$ cat config.mk
export PLATFORM = sky130hd
export DESIGN_NAME = lsu
export DESIGN_NICKNAME = d
export VERILOG_FILES = /design/src/rtl/lsu_pkg.sv /design/src/rtl/lsu_fmt.sv /design/src/rtl/lsu.sv
export SDC_FILE = /design/constraint.sdc
export NUM_CORES = 1
export LEC_CHECK = 0
export CAP_MARGIN = 20
export CORE_AREA = 5 5 123 125
export CTS_CLUSTER_SIZE = 28
export DETAILED_ROUTE_END_ITERATION = 12
export DIE_AREA = 0 0 128 130
export GPL_ROUTABILITY_DRIVEN = 1
export HOLD_SLACK_MARGIN = 0.06
export PLACE_DENSITY = 0.76
export SYNTH_ARGS = -nofsm -noshare
export SYNTH_HDL_FRONTEND = slang
export SYNTH_SLANG_ARGS = --single-unit
$ cat constraint.sdc
create_clock -name clk -period 3.6 [get_ports clk]
set_clock_uncertainty 0.2 [all_clocks]
set_input_delay 0.54 -clock clk [delete_from_list [all_inputs] [get_ports clk]]
set_output_delay 0.54 -clock clk [all_outputs]
set_load 0.005 [all_outputs]
$ cat src/rtl/lsu_pkg.sv
// -----------------------------------------------------------------------------
// lsu_pkg
// Shared types and constants for the RV32I load-store unit.
//   lsu_state_e : access sequencer states.
//   F3_*        : funct3 size/sign codes.
//   lsu_req_t   : the request latched when an access is accepted.
//   lsu_size    : funct3 -> access size (0 byte, 1 half, 2 word).
// Related configuration macro: LSU_MISALIGN_TRAP_EN (used in lsu / lsu_fmt).
// -----------------------------------------------------------------------------
package lsu_pkg;

  // Width of the address held in the latched request. The top-level ADDR_W
  // parameter is cast into this field, so it must not exceed it.
  localparam int LSU_ADDR_W = 32;

  typedef enum logic [1:0] {
    IDLE = 2'd0,
    REQ  = 2'd1,
    RESP = 2'd2,
    DONE = 2'd3
  } lsu_state_e;

  localparam logic [2:0] F3_B  = 3'b000;
  localparam logic [2:0] F3_H  = 3'b001;
  localparam logic [2:0] F3_W  = 3'b010;
  localparam logic [2:0] F3_BU = 3'b100;
  localparam logic [2:0] F3_HU = 3'b101;

  typedef struct packed {
    logic [LSU_ADDR_W-1:0] addr;   // size-aligned byte address
    logic [31:0]           wdata;  // store data, already replicated
    logic [2:0]            funct3;
    logic                  we;
  } lsu_req_t;

  // Size code from funct3. The low two bits carry the size for every RV32I
  // encoding; the unused codes (011, 110, 111) land on word.
  function automatic logic [1:0] lsu_size(input logic [2:0] f3);
    logic [1:0] sz;
    case (f3[1:0])
      2'b00:   sz = 2'd0;
      2'b01:   sz = 2'd1;
      default: sz = 2'd2;
    endcase
    return sz;
  endfunction

endpackage

$ cat src/rtl/lsu_fmt.sv
// -----------------------------------------------------------------------------
// lsu_fmt
// Purely combinational data formatting for the load-store unit.
// Ports:
//   i_funct3   : access size/sign code.
//   i_off      : raw byte offset addr[1:0].
//   i_wdata    : store data from rs2.
//   i_rdata    : word returned by data memory.
//   o_off      : offset after forcing alignment to the access size.
//   o_be       : byte enables for the access.
//   o_wdata    : store data replicated across the word.
//   o_rdata    : load data shifted down and sign/zero extended.
//   o_misalign : access is misaligned (only with LSU_MISALIGN_TRAP_EN).
// Configuration macro: LSU_MISALIGN_TRAP_EN.
// -----------------------------------------------------------------------------
module lsu_fmt
  import lsu_pkg::*;
(
  input  logic [2:0]  i_funct3,
  input  logic [1:0]  i_off,
  input  logic [31:0] i_wdata,
  input  logic [31:0] i_rdata,
  output logic [1:0]  o_off,
  output logic [3:0]  o_be,
  output logic [31:0] o_wdata,
  output logic [31:0] o_rdata,
  output logic        o_misalign
);

  logic [1:0]  w_size;
  logic [31:0] w_shifted;

  assign w_size = lsu_size(i_funct3);

  // Size-dependent offset, enables and store replication. Offsets are
  // rounded down to the access size; with the trap enabled a misaligned
  // access never reaches memory, so the rounding only matters without it.
  always_comb begin
    o_off   = 2'b00;
    o_be    = 4'b1111;
    o_wdata = i_wdata;
    case (w_size)
      2'd0: begin
        o_off   = i_off;
        o_be    = 4'b0001 << i_off;
        o_wdata = {4{i_wdata[7:0]}};
      end
      2'd1: begin
        o_off   = {i_off[1], 1'b0};
        o_be    = 4'b0011 << {i_off[1], 1'b0};
        o_wdata = {2{i_wdata[15:0]}};
      end
      default: begin
        o_off   = 2'b00;
        o_be    = 4'b1111;
        o_wdata = i_wdata;
      end
    endcase
  end

  assign w_shifted = i_rdata >> {o_off, 3'b000};

  always_comb begin
    o_rdata = w_shifted;
    case (i_funct3)
      F3_B:    o_rdata = {{24{w_shifted[7]}}, w_shifted[7:0]};
      F3_H:    o_rdata = {{16{w_shifted[15]}}, w_shifted[15:0]};
      F3_BU:   o_rdata = {24'h000000, w_shifted[7:0]};
      F3_HU:   o_rdata = {16'h0000, w_shifted[15:0]};
      F3_W:    o_rdata = w_shifted;
      default: o_rdata = w_shifted;
    endcase
  end

`ifdef LSU_MISALIGN_TRAP_EN
  assign o_misalign = ((w_size == 2'd1) && i_off[0]) ||
                      ((w_size == 2'd2) && (i_off != 2'b00));
`else
  assign o_misalign = 1'b0;
`endif

endmodule

$ cat src/rtl/lsu.sv
// -----------------------------------------------------------------------------
// lsu
// MEM-stage load-store unit for the in-order RV32I pipeline. Accepts one
// load/store, runs a req/gnt/rvalid handshake to data memory, and returns
// formatted load data on lsu_rdata. Stalls the pipeline until completion.
// Ports:
//   clk, rst        : clock, asynchronous active-high reset.
//   lsu_valid       : operation present (held stable while lsu_stall=1).
//   lsu_we          : 1 store, 0 load.
//   lsu_funct3      : RV32I size/sign code.
//   lsu_addr        : byte address.
//   lsu_wdata       : store data.
//   lsu_stall       : hold the upstream pipeline.
//   lsu_done        : one-cycle completion pulse.
//   lsu_rdata       : formatted load data, held until the next load.
//   lsu_misalign    : misaligned-access trap pulse (with the macro only).
//   dmem_req/we/addr/be/wdata : registered request to data memory.
//   dmem_gnt, dmem_rvalid, dmem_rdata : memory handshake responses.
// Configuration macro: LSU_MISALIGN_TRAP_EN (trap instead of force-align).
// -----------------------------------------------------------------------------
module lsu
  import lsu_pkg::*;
#(
  parameter int ADDR_W = 32
) (
  input  logic              clk,
  input  logic              rst,
  input  logic              lsu_valid,
  input  logic              lsu_we,
  input  logic [2:0]        lsu_funct3,
  input  logic [ADDR_W-1:0] lsu_addr,
  input  logic [31:0]       lsu_wdata,
  output logic              lsu_stall,
  output logic              lsu_done,
  output logic [31:0]       lsu_rdata,
  output logic              lsu_misalign,
  output logic              dmem_req,
  output logic              dmem_we,
  output logic [ADDR_W-1:0] dmem_addr,
  output logic [3:0]        dmem_be,
  output logic [31:0]       dmem_wdata,
  input  logic              dmem_gnt,
  input  logic              dmem_rvalid,
  input  logic [31:0]       dmem_rdata
);

  lsu_state_e r_state;
  lsu_state_e w_state_next;

  lsu_req_t    r_req;
  lsu_req_t    w_req_in;
  logic        r_dmem_req;
  logic [3:0]  r_dmem_be;
  logic [31:0] r_rdata;

  logic [2:0]  w_fmt_f3;
  logic [1:0]  w_fmt_off_in;
  logic [1:0]  w_fmt_off;
  logic [3:0]  w_fmt_be;
  logic [31:0] w_fmt_wdata;
  logic [31:0] w_fmt_rdata;
  logic        w_fmt_misalign;

  // One formatter serves both ends of an access: in IDLE it looks at the
  // incoming request (enables, store data, alignment); afterwards it looks at
  // the latched request so the returning word is extracted with the offset
  // and sign code that were accepted.
  assign w_fmt_f3     = (r_state == IDLE) ? lsu_funct3    : r_req.funct3;
  assign w_fmt_off_in = (r_state == IDLE) ? lsu_addr[1:0] : r_req.addr[1:0];

  lsu_fmt u_fmt (
    .i_funct3   (w_fmt_f3),
    .i_off      (w_fmt_off_in),
    .i_wdata    (lsu_wdata),
    .i_rdata    (dmem_rdata),
    .o_off      (w_fmt_off),
    .o_be       (w_fmt_be),
    .o_wdata    (w_fmt_wdata),
    .o_rdata    (w_fmt_rdata),
    .o_misalign (w_fmt_misalign)
  );

  always_comb begin
    w_req_in        = '0;
    w_req_in.addr   = LSU_ADDR_W'({lsu_addr[ADDR_W-1:2], w_fmt_off});
    w_req_in.wdata  = w_fmt_wdata;
    w_req_in.funct3 = lsu_funct3;
    w_req_in.we     = lsu_we;
  end

  // ---------------------------------------------------------------------------
  // Sequencer
  // ---------------------------------------------------------------------------
  always_ff @(posedge clk or posedge rst) begin
    if (rst) begin
      r_state <= IDLE;
    end else begin
      r_state <= w_state_next;
    end
  end

  always_comb begin
    w_state_next = r_state;
    case (r_state)
      IDLE: begin
        if (lsu_valid) begin
          w_state_next = w_fmt_misalign ? DONE : REQ;
        end
      end
      REQ: begin
        if (dmem_gnt) begin
          w_state_next = r_req.we ? DONE : RESP;
        end
      end
      RESP: begin
        if (dmem_rvalid) begin
          w_state_next = DONE;
        end
      end
      DONE:    w_state_next = IDLE;
      default: w_state_next = IDLE;
    endcase
  end

  // ---------------------------------------------------------------------------
  // Request / response registers
  // ---------------------------------------------------------------------------
`ifdef LSU_MISALIGN_TRAP_EN
  logic r_misalign;
`endif

  always_ff @(posedge clk or posedge rst) begin
    if (rst) begin
      r_req      <= '0;
      r_dmem_req <= 1'b0;
      r_dmem_be  <= 4'b0000;
      r_rdata    <= 32'h0000_0000;
`ifdef LSU_MISALIGN_TRAP_EN
      r_misalign <= 1'b0;
`endif
    end else begin
      case (r_state)
        IDLE: begin
          if (lsu_valid) begin
`ifdef LSU_MISALIGN_TRAP_EN
            r_misalign <= w_fmt_misalign;
`endif
            // A trapped access leaves the request fields untouched.
            if (!w_fmt_misalign) begin
              r_req      <= w_req_in;
              r_dmem_be  <= w_fmt_be;
              r_dmem_req <= 1'b1;
            end
          end
        end
        REQ: begin
          if (dmem_gnt) begin
            r_dmem_req <= 1'b0;
          end
        end
        RESP: begin
          if (dmem_rvalid) begin
            r_rdata <= w_fmt_rdata;
          end
        end
        default: ;
      endcase
    end
  end

  // ---------------------------------------------------------------------------
  // Outputs
  // ---------------------------------------------------------------------------
  assign dmem_req   = r_dmem_req;
  // Direction is only asserted alongside a live request.
  assign dmem_we    = r_dmem_req & r_req.we;
  assign dmem_addr  = ADDR_W'({r_req.addr[LSU_ADDR_W-1:2], 2'b00});
  assign dmem_be    = r_dmem_be;
  assign dmem_wdata = r_req.wdata;

  assign lsu_rdata  = r_rdata;
  assign lsu_done   = (r_state == DONE);
  assign lsu_stall  = ((r_state == IDLE) && lsu_valid) ||
                      (r_state == REQ) || (r_state == RESP);

`ifdef LSU_MISALIGN_TRAP_EN
  assign lsu_misalign = (r_state == DONE) && r_misalign;
`else
  assign lsu_misalign = 1'b0;
`endif

endmodule

== Yosys cells after proc, flatten, opt, wreduce, memory -nomap -nowiden ==
Index checks and enable logic that the tools add are counted.
Word-level totals
  input bits: 105
  output and inout port bits: 105
  register bits after elaboration: 107
  logic and storage cells: 50
Cells by class
  eq/ne operators: 11
  shifts and indexed selects: 3
  mux-type cells: 15
  bitwise logic cells: 1
  reduce and logical (&&, ||, !) cells: 12
Operators with widths (count)
  $pmux W32 S4: 1
  $pmux W32 S2: 1
  $shr A32 B5 Y32: 1
  $mux W2: 4
  $pmux W2 S2: 2
  $pmux W2 S4: 1
  $pmux W4 S2: 1
  $eq A2 B1 Y1 const B: 3
  $eq A3 B3 Y1 const B: 2
  $logic_not A2 Y1: 3
  $ne A2 B2 Y1 const B: 3
  $reduce_and A3 Y1: 2
  $eq A2 B2 Y1 const B: 2
  $reduce_and A2 Y1: 2
  $shl A1 B2 Y4 const A: 1
  $shl A2 B2 Y4 const A: 1
  $eq A3 B1 Y1 const B: 1
  $logic_not A3 Y1: 1
  $mux W1: 3
  $mux W3: 1
  $logic_or A1 B1 Y1: 2
  $pmux W1 S2: 1
  $reduce_bool A2 Y1: 1
  $and A1 B1 Y1: 1
  $logic_and A1 B1 Y1: 1

== Logic depth before layout (Yosys ltp) ==
Gate-level depths: netlist of run 1.
  word-level depth: 8
  gate-level depth with buffers: 9
  depth with buffers taken out: 7

== Modules after synthesis ==
A second synthesis of run 1 with hierarchy kept.
Second synthesis, totals
  cells, all modules: 493
  area, all modules: 6155.9 µm²
Modules (own cells, without submodules)
  lsu: sequential area each 2677.6 µm², instances 1, area an instance 4937.2 µm², cells each 324
  lsu_fmt: sequential area each 0.0 µm², instances 1, area an instance 1218.7 µm², cells each 169

== Least setup slack after synthesis of run 1 ==
No wires, ideal clock.
  path kind: register -> register
  start: register r_state[0]
  end: register r_rdata[17], in the netlist lsu_rdata[17]
  clock period less this slack: 2.347 ns
  library setup time: 0.121 ns
  setup slack: 1.253 ns
  stages on the path, launching flop included: 10
  required time: 3.279 ns
  arrival time: 2.027 ns
  buffers on the path: 2
  path through: dfrtp_1 > inv_1 > ha_1 > buf_2 > and4bb_2 > o21ai_1 > nand3_2 > a311oi_4 > buf_6 > a21oi_2
On the way
  word-level cells in the longest chain between the ends: 8
  elaborated cells between the ends (all ways): 17
  those cells by class: eq/ne (6); shift (1); mux (5); reduce/logical (5)
RTL lines
  start, declared: line lsu.sv:47  | lsu_state_e r_state;
  start signal, assigned: line lsu.sv:98  | r_state <= w_state_next;
  $logic_not A2 Y1: line lsu.sv:68, lsu.sv:69
  $mux W3: line lsu.sv:68  | assign w_fmt_f3 = (r_state == IDLE) ? lsu_funct3 : r_req.funct3;
  $eq A2 B1 Y1 or $logic_not A2 Y1 (tied branches): line lsu_pkg.sv:40  | case (f3[1:0])
  $pmux W2 S2: line lsu_pkg.sv:40
  $eq A2 B1 Y1 or $logic_not A2 Y1 (tied branches): line lsu_fmt.sv:42  | case (w_size)
  $pmux W2 S2: line lsu_fmt.sv:42
  $shr A32 B5 Y32: line lsu_fmt.sv:61  | assign w_shifted = i_rdata >> {o_off, 3'b000};
  $pmux W32 S4: line lsu_fmt.sv:65  | case (i_funct3)
  end signal, assigned: line lsu.sv:163  | r_rdata <= w_fmt_rdata;
  end, declared: line lsu.sv:54  | logic [31:0] r_rdata;
Several ways; a longest one is shown, not always the timed one.
A chain may end at the register's enable or synchronous reset.

== Final worst setup path of run 1 ==
  start: register r_state[0]
  end: output lsu_stall
On the way
  word-level cells in the longest chain between the ends: 4
  elaborated cells between the ends (all ways): 6
  those cells by class: eq/ne (2); reduce/logical (4)
RTL lines
  $logic_not A2 Y1: line lsu.sv:183  | assign lsu_stall = ((r_state == IDLE) && lsu_valid) ||
  $logic_and A1 B1 Y1: line lsu.sv:183
  $logic_or A1 B1 Y1: line lsu.sv:183
  $logic_or A1 B1 Y1 (*): line lsu.sv:184  | (r_state == REQ) || (r_state == RESP);
  end, declared: line lsu.sv:33  | output logic lsu_stall,
Mark *: on every way between the ends. The rest lies on a longest branch, timed or not.

==> flow_metrics.tcl, run 1 <==
set metrics [dict create \
    antenna_cells 0 \
    whs_ns 0.283 \
    p_sw_frac 0.330 \
    h-tree-depth 3 \
    crit_path_cell_trace "inv_1, ha_1, buf_4, nand2_2, nand3_1, clkdlybuf4s50_1" \
    critPathKind "reg -> out" \
    synth_xor_area_frac 0 \
    cts_tree "yes" \
    num_vias 4072 \
    wl_per_cell_um 18.2 \
    numClockSinks 107 \
    cts-root-buf "clkbuf_16" \
    cts_setup_buffers 0 \
    async_flop_share 1.00 \
    antenna_found_initial 0 \
    post-route-period-util 0.856 \
    cts_buffers 9 \
    seq_area_frac_synth 0.497 \
    required_ns 2.86 \
    ys.flop_type "dfrtp_1" \
    end_kind "primary output" \
    die_x_um 128 \
    rsz0062_at_grt "no" \
    path_clk_slew_ns 0.07 \
    tns_ns 0 \
    min_from "dmem_wdata[8]" \
    synth_top_family_by_area "multiplexers" \
    synth_cells 486 \
    drt-initial-drc-count 241 \
    cts_resized 0 \
    clock_latency_ns 0.34 \
    reg2reg_slack_ns 0.67 \
    min_path_type "reg -> reg" \
    worstMarginPinSlew_ns 0.942 \
    grt_overflow 0 \
    yosysWarnings 0 \
    grt_use_total 0.176 \
    synth_area_leaders "dfrtp_1, mux2_2, buf_4" \
    fin_crit_ns 3.08 \
    grt_max_degree 84 \
    io_buffers 206 \
    ys_ff_latch 107 \
    area_delta_synth_final_pct 38.2 \
    synth_compound_area_frac 0.114 \
    vias_per_cell 5.05 \
    ff_latch_area_um2 2680 \
    grt_pass1_vias 4462 \
    dr.pass1.iters 4 \
    synth_edf_count 0 \
    yosys-top-cells-count "dfrtp_1, buf_4, nand2_1" \
    synth_simple_gate_area_share 0.0989 \
    row_count 43 \
    dieArea_um2 16600 \
    powerDensity_nw_per_um2 835 \
    clockPowerShare 0.163 \
    max_clock_freq_ghz 0.324 \
    relSlewSlack 0.372 \
    peakVddDrop_v 0.000386 \
    yosys.area.top_type "dfrtp_1" \
    cts_max_path_buffers 2 \
    critPathSlowestCell "ha_1" \
    cts-hold-fix-buffers 0 \
    drtAntennaViolNets 0 \
    synth_top_area_frac 0.497 \
    synth_fa_ha_area_frac 0.00929 \
    routed_wl_um 14700 \
    synth_cell_types 44 \
    setup_viol 0 \
    grt_pass1_wl_um 23100 \
    critPathMaxFanout 18 \
    synth.avg_cell_area_um2 11.1 \
    hold_viol_final 0 \
    rr_endpoint "lsu_rdata[29]" \
    reg2reg_depth 8 \
    final_max_slew_viol_count 0 \
    crit_arrival_ns 2.34 \
    core_region_area_um2 13800 \
    status "finished clean" \
    combPwrFrac 0.490 \
    crit_end "lsu_stall" \
    maxCapViolCount 0 \
    synthMuxAreaShare 0.164 \
    p_leak_nw 3.16 \
    crit_start "r_state[0]" \
    fillers 1210 \
    p_seq_frac 0.348 \
    io-pin-count 210 \
    syn-cell-area_um2 5390 \
    die_h_um 130 \
    start_util 0.391 \
    multiInputGateArea_um2 2100 \
    intPower_mw 4.16 \
    drc 0 \
    yosys.cell_count.top_type "dfrtp_1" \
    dp_hpwl_um 11000 \
    power.switching_mw 2.05 \
    gp_congestion 0.871 \
    fin_nets 731 \
    drive_above_1_share 0.153 \
    reg2reg_from "r_state[0]" \
    crit_path_max_incr_delay_ns 0.53 \
    cp-start-kind "flip-flop" \
]
[through the flow]
step | cells | util | power [mW] | instance area (um2) | setup WS, ns
after floorplan | 488 | - | 4.04 | 5400 | 0.0428
after global placement | 791 | 0.518 | 5.15 | 7140 | 0.580
after detailed placement | 791 | 0.518 | 5.26 | 7140 | 0.522
after CTS | 807 | 0.541 | 6.30 | 7450 | 0.488
after global routing | 807 | 0.541 | 6.65 | 7450 | 0.386
final | 807 | 0.541 | 6.22 | 7450 | 0.517
[sequential cells by signal, summed over array words and instances, names as in the netlist]
register and count:
dmem_addr 30, dmem_be 4, r_state 2, dmem_req 1, lsu_rdata 32, r_req 6, dmem_wdata 32
[routing by layer]
layer,GRT usage,part of all wire,up-vias
li1,-,-,1889
met1,0.211,0.39,2004
met2,0.308,0.51,158
met3,0.0442,0.076,21
met4,0.0605,0.019,0
met5,0,0,-
[worst max-delay path: cells and delay by family (launching register included)]
kind          cells  cell delay (ns)
simple gates      2             0.14
flops             1             0.41
fa+ha+maj         1             0.53
buf+inv           3             0.93
[kinds of logic (layout without fill, tap and decap cells)]
logic type	count (synthesis)	after routing
buffers and inverters	94	233
muxes	82	82
adders and majority gates	4	4
other	1	3
DFF	107	107
and+or+nand+nor	111	111
AOI/OAI and AO/OA	87	87
[cells in the final DEF, fill, tap and decap left out, types with 3 or more instances in the layout]
master             n
a21oi_1            9
a21oi_2           10
a222oi_1           8
and2_1             3
buf_4              5
clkbuf_16          9
clkdlybuf4s50_1  206
conb_1             3
dfrtp_1          107
ha_1               4
inv_1              4
mux2_2            52
mux2i_1           30
nand2_1           59
nand3_1            3
nand3_2            3
nor2_1            26
o21ai_0           37
o21ai_1            3
o22a_1             8
[area by class of cell]
type / instances / area share
repair buffers: 212 / 0.285
clock buffers: 13 / 0.0350
multi-input cells: 287 / 0.281
well taps: 180 / 0.0302
flip-flops and latches: 107 / 0.360
inverters: 5 / 0.00286
clock inverters: 3 / 0.00622
[worst min path at each step]
| stage | endpoint | cells past startpoint |
|---|---|---|
| finish | dmem_wdata[8] | 2 |
| global route | dmem_be[1] | 2 |
| CTS | dmem_wdata[8] | 2 |
| detailed placement | dmem_be[1] | 2 |
| global placement | dmem_wdata[23] | 2 |
| floorplan | dmem_wdata[10] | 2 |
[power groups by stage]
| stage | combinational [mW] | clock [mW] | sequential (mW) |
|---|---|---|---|
| finish | 3.04 | 1.01 | 2.16 |
| global route | 3.32 | 1.09 | 2.24 |
| CTS | 3.10 | 1.04 | 2.17 |
| detailed placement | 3.09 | 0 | 2.18 |
| global placement | 3.01 | 0 | 2.15 |
| floorplan | 1.94 | 0 | 2.10 |
(Power assumes the default switching activity.)
==> run 2, diff against run 1 <==
--- a/config.mk
+++ b/config.mk
@@ -16,3 +16,4 @@
 export SYNTH_ARGS = -nofsm -noshare
 export SYNTH_HDL_FRONTEND = slang
 export SYNTH_SLANG_ARGS = --single-unit
+export TNS_END_PERCENT = 100
==> results of run 2 <==
Same layout as run 1: the final DEF is identical, and so are final timing and power.
==> run 3, diff against run 2 <==
--- a/config.mk
+++ b/config.mk
@@ -5,14 +5,15 @@
 export SDC_FILE = /design/constraint.sdc
 export NUM_CORES = 1
 export LEC_CHECK = 0
-export CAP_MARGIN = 20
-export CORE_AREA = 5 5 123 125
+export CORE_AREA = 5 5 104 106
 export CTS_CLUSTER_SIZE = 28
 export DETAILED_ROUTE_END_ITERATION = 12
-export DIE_AREA = 0 0 128 130
+export DIE_AREA = 0 0 109 111
+export DONT_BUFFER_PORTS = 1
 export GPL_ROUTABILITY_DRIVEN = 1
 export HOLD_SLACK_MARGIN = 0.06
-export PLACE_DENSITY = 0.76
+export PLACE_DENSITY = 0.74
+export SLEW_MARGIN = 30
 export SYNTH_ARGS = -nofsm -noshare
 export SYNTH_HDL_FRONTEND = slang
 export SYNTH_SLANG_ARGS = --single-unit
==> run 3 against run 2 <==
  * Final area fell by 30%
  * Setup slack improved by 0.011 ns
  * Global-route usage rose by 3.4 points
  * Flip-flop and latch count did not move
  * Register-to-register slack got worse by 0.14 ns
  * Clock power fell by 34%
  * Critical endpoint is now lsu_rdata[27]
  * Largest cell class unchanged
  * Highest routed layer unchanged
==> flow_metrics.tcl, run 3 (synthesis results as in run 1) <==
set metrics [dict create \
    status "finished clean" \
    clock_latency_ns 0.38 \
    cts_tree "yes" \
    post-place-ws_ns 0.557 \
    hold_viol_final 0 \
    powerDensity_nw_per_um2 898 \
    num_vias 3283 \
    relSlewSlack 0.372 \
    fin_nets 528 \
    grt_max_degree 60 \
    routed_wl_um 12700 \
    end_kind "flip-flop" \
    antenna_cells 0 \
    combPwrFrac 0.361 \
    ff_latch_area_um2 2680 \
    grt_pass1_vias 3571 \
    p_sw_frac 0.392 \
    fin_crit_ns 3.07 \
    area_delta_synth_final_pct -3.55 \
    cts_max_path_buffers 2 \
    maxCapViolCount 0 \
    dp_hpwl_um 9410 \
    row_count 36 \
    min_path_type "in -> reg" \
    core_region_area_um2 9680 \
    cts-root-buf "clkbuf_8" \
    cts_resized 0 \
    drt-initial-drc-count 298 \
    critPathMaxFanout 24 \
    crit_start "r_state[0]" \
    required_ns 3.65 \
    grt_pass1_wl_um 19600 \
    clockPowerShare 0.143 \
    multiInputGateArea_um2 2100 \
    die_x_um 109 \
    cp-start-kind "flip-flop" \
    critPathKind "reg -> reg" \
    drc 0 \
    setup_viol 0 \
    p_seq_frac 0.496 \
    h-tree-depth 3 \
    power.switching_mw 1.83 \
    antenna_found_initial 0 \
    p_leak_nw 2.31 \
    dieArea_um2 12100 \
    min_from "dmem_rdata[30]" \
    final_cell_mix "dfrtp_1, nand2_1, mux2_2, o21ai_0, mux2i_1" \
    start_util 0.556 \
    gp_congestion 0.844 \
    final_cells 555 \
    rsz0062_at_grt "no" \
    wl_per_cell_um 22.8 \
    crit_arrival_ns 3.12 \
    io_buffers 0 \
    tns_ns 0 \
    dr.pass1.iters 5 \
    worstMarginPinSlew_ns 0.941 \
    path_clk_slew_ns 0.10 \
    io-pin-count 210 \
    post-route-period-util 0.853 \
    cts_buffers 9 \
    peakVddDrop_v 0.000407 \
    setup_slack_ns 0.528 \
    drive_above_1_share 0.232 \
    final_common_cell "dfrtp_1" \
    die_h_um 111 \
    intPower_mw 2.84 \
    vias_per_cell 5.92 \
    grt_use_total 0.209 \
    reg2reg_from "r_state[0]" \
    numClockSinks 107 \
    grt_overflow 0 \
    drtAntennaViolNets 0 \
    cts_setup_buffers 0 \
    final_max_slew_viol_count 0 \
    fillers 861 \
    max_clock_freq_ghz 0.326 \
    placed_cells 540 \
]
## run 3: changes by cell type in the layout (fill, tap and decap cells not counted)
cell,delta
clkbuf_1,-2
clkbuf_8,+8
clkdlybuf4s50_1,-206
clkbuf_16,-9
buf_4,+3
clkinv_2,+1
clkinvlp_4,+1
dlygate4sd3_1,+1
bufinv_16,-1
buf_12,-1
## run 3: what timing repair did
item | CTS | global route
hold buffers | 1 | 0
hold endpoints to repair | 45 | 0
endpoints found under the setup margin | 0 | 0
## run 3: worst paths after layout
kind / depth (start not counted) / endpoint / slack [ns]
max reg2reg: 8 / lsu_rdata[27] / 0.53
min in group asynchronous: 2 / lsu_rdata[7] / 0.51
min: 2 / lsu_rdata[30] / 0.08
max: 8 / lsu_rdata[27] / 0.53
max in group asynchronous: 3 / dmem_addr[10] / 1.84
min reg2reg: 2 / dmem_wdata[24] / 0.32
## run 3: final cells by class
class                      instances  area share
sequential                       107       0.515
multi-input combinational        287       0.403
tap                              133      0.0320
clock buffer                      10      0.0265
timing repair buffer               9      0.0135
clock inverter                     4     0.00554
inverter                           5     0.00409
## run 3: critical path, stage by stage, from the launching register on
cell and delay (ns):
dfrtp_1 0.41, inv_1 0.12, ha_1 0.70, nand3b_1 0.20, nand2_1 0.27, nand3_2 0.17
a311oi_4 0.47, buf_4 0.30, a21oi_1 0.10
## run 3: power groups by stage
stage	logic, mW	clock network, mW	registers, mW
4_1_cts	1.70	0.686	2.34
6_report	1.69	0.665	2.32
3_3_place_gp	1.63	0	2.34
5_1_grt	1.89	0.736	2.40
2_1_floorplan	1.94	0	2.10
3_5_place_dp	1.70	0	2.36
## run 3: layer usage
layer / vias up / global-route usage / part of all wire
met2: 149 / 0.350 / 0.50
met4: 0 / 0.0800 / 0.016
met1: 1634 / 0.240 / 0.36
met3: 20 / 0.0798 / 0.12
li1: 1480 / - / -
met5: - / 0 / 0
## run 3: per-stage QoR
stage | utilization | area [um2] | hold WS (ns) | total power [mW]
after floorplan | - | 5400 | 0.251 | 4.04
after global routing | 0.537 | 5200 | 0.0779 | 5.02
after CTS | 0.537 | 5200 | 0.0695 | 4.73
after global placement | 0.518 | 5020 | 0.295 | 3.97
final | 0.537 | 5200 | 0.0835 | 4.67
after detailed placement | 0.518 | 5020 | 0.305 | 4.06
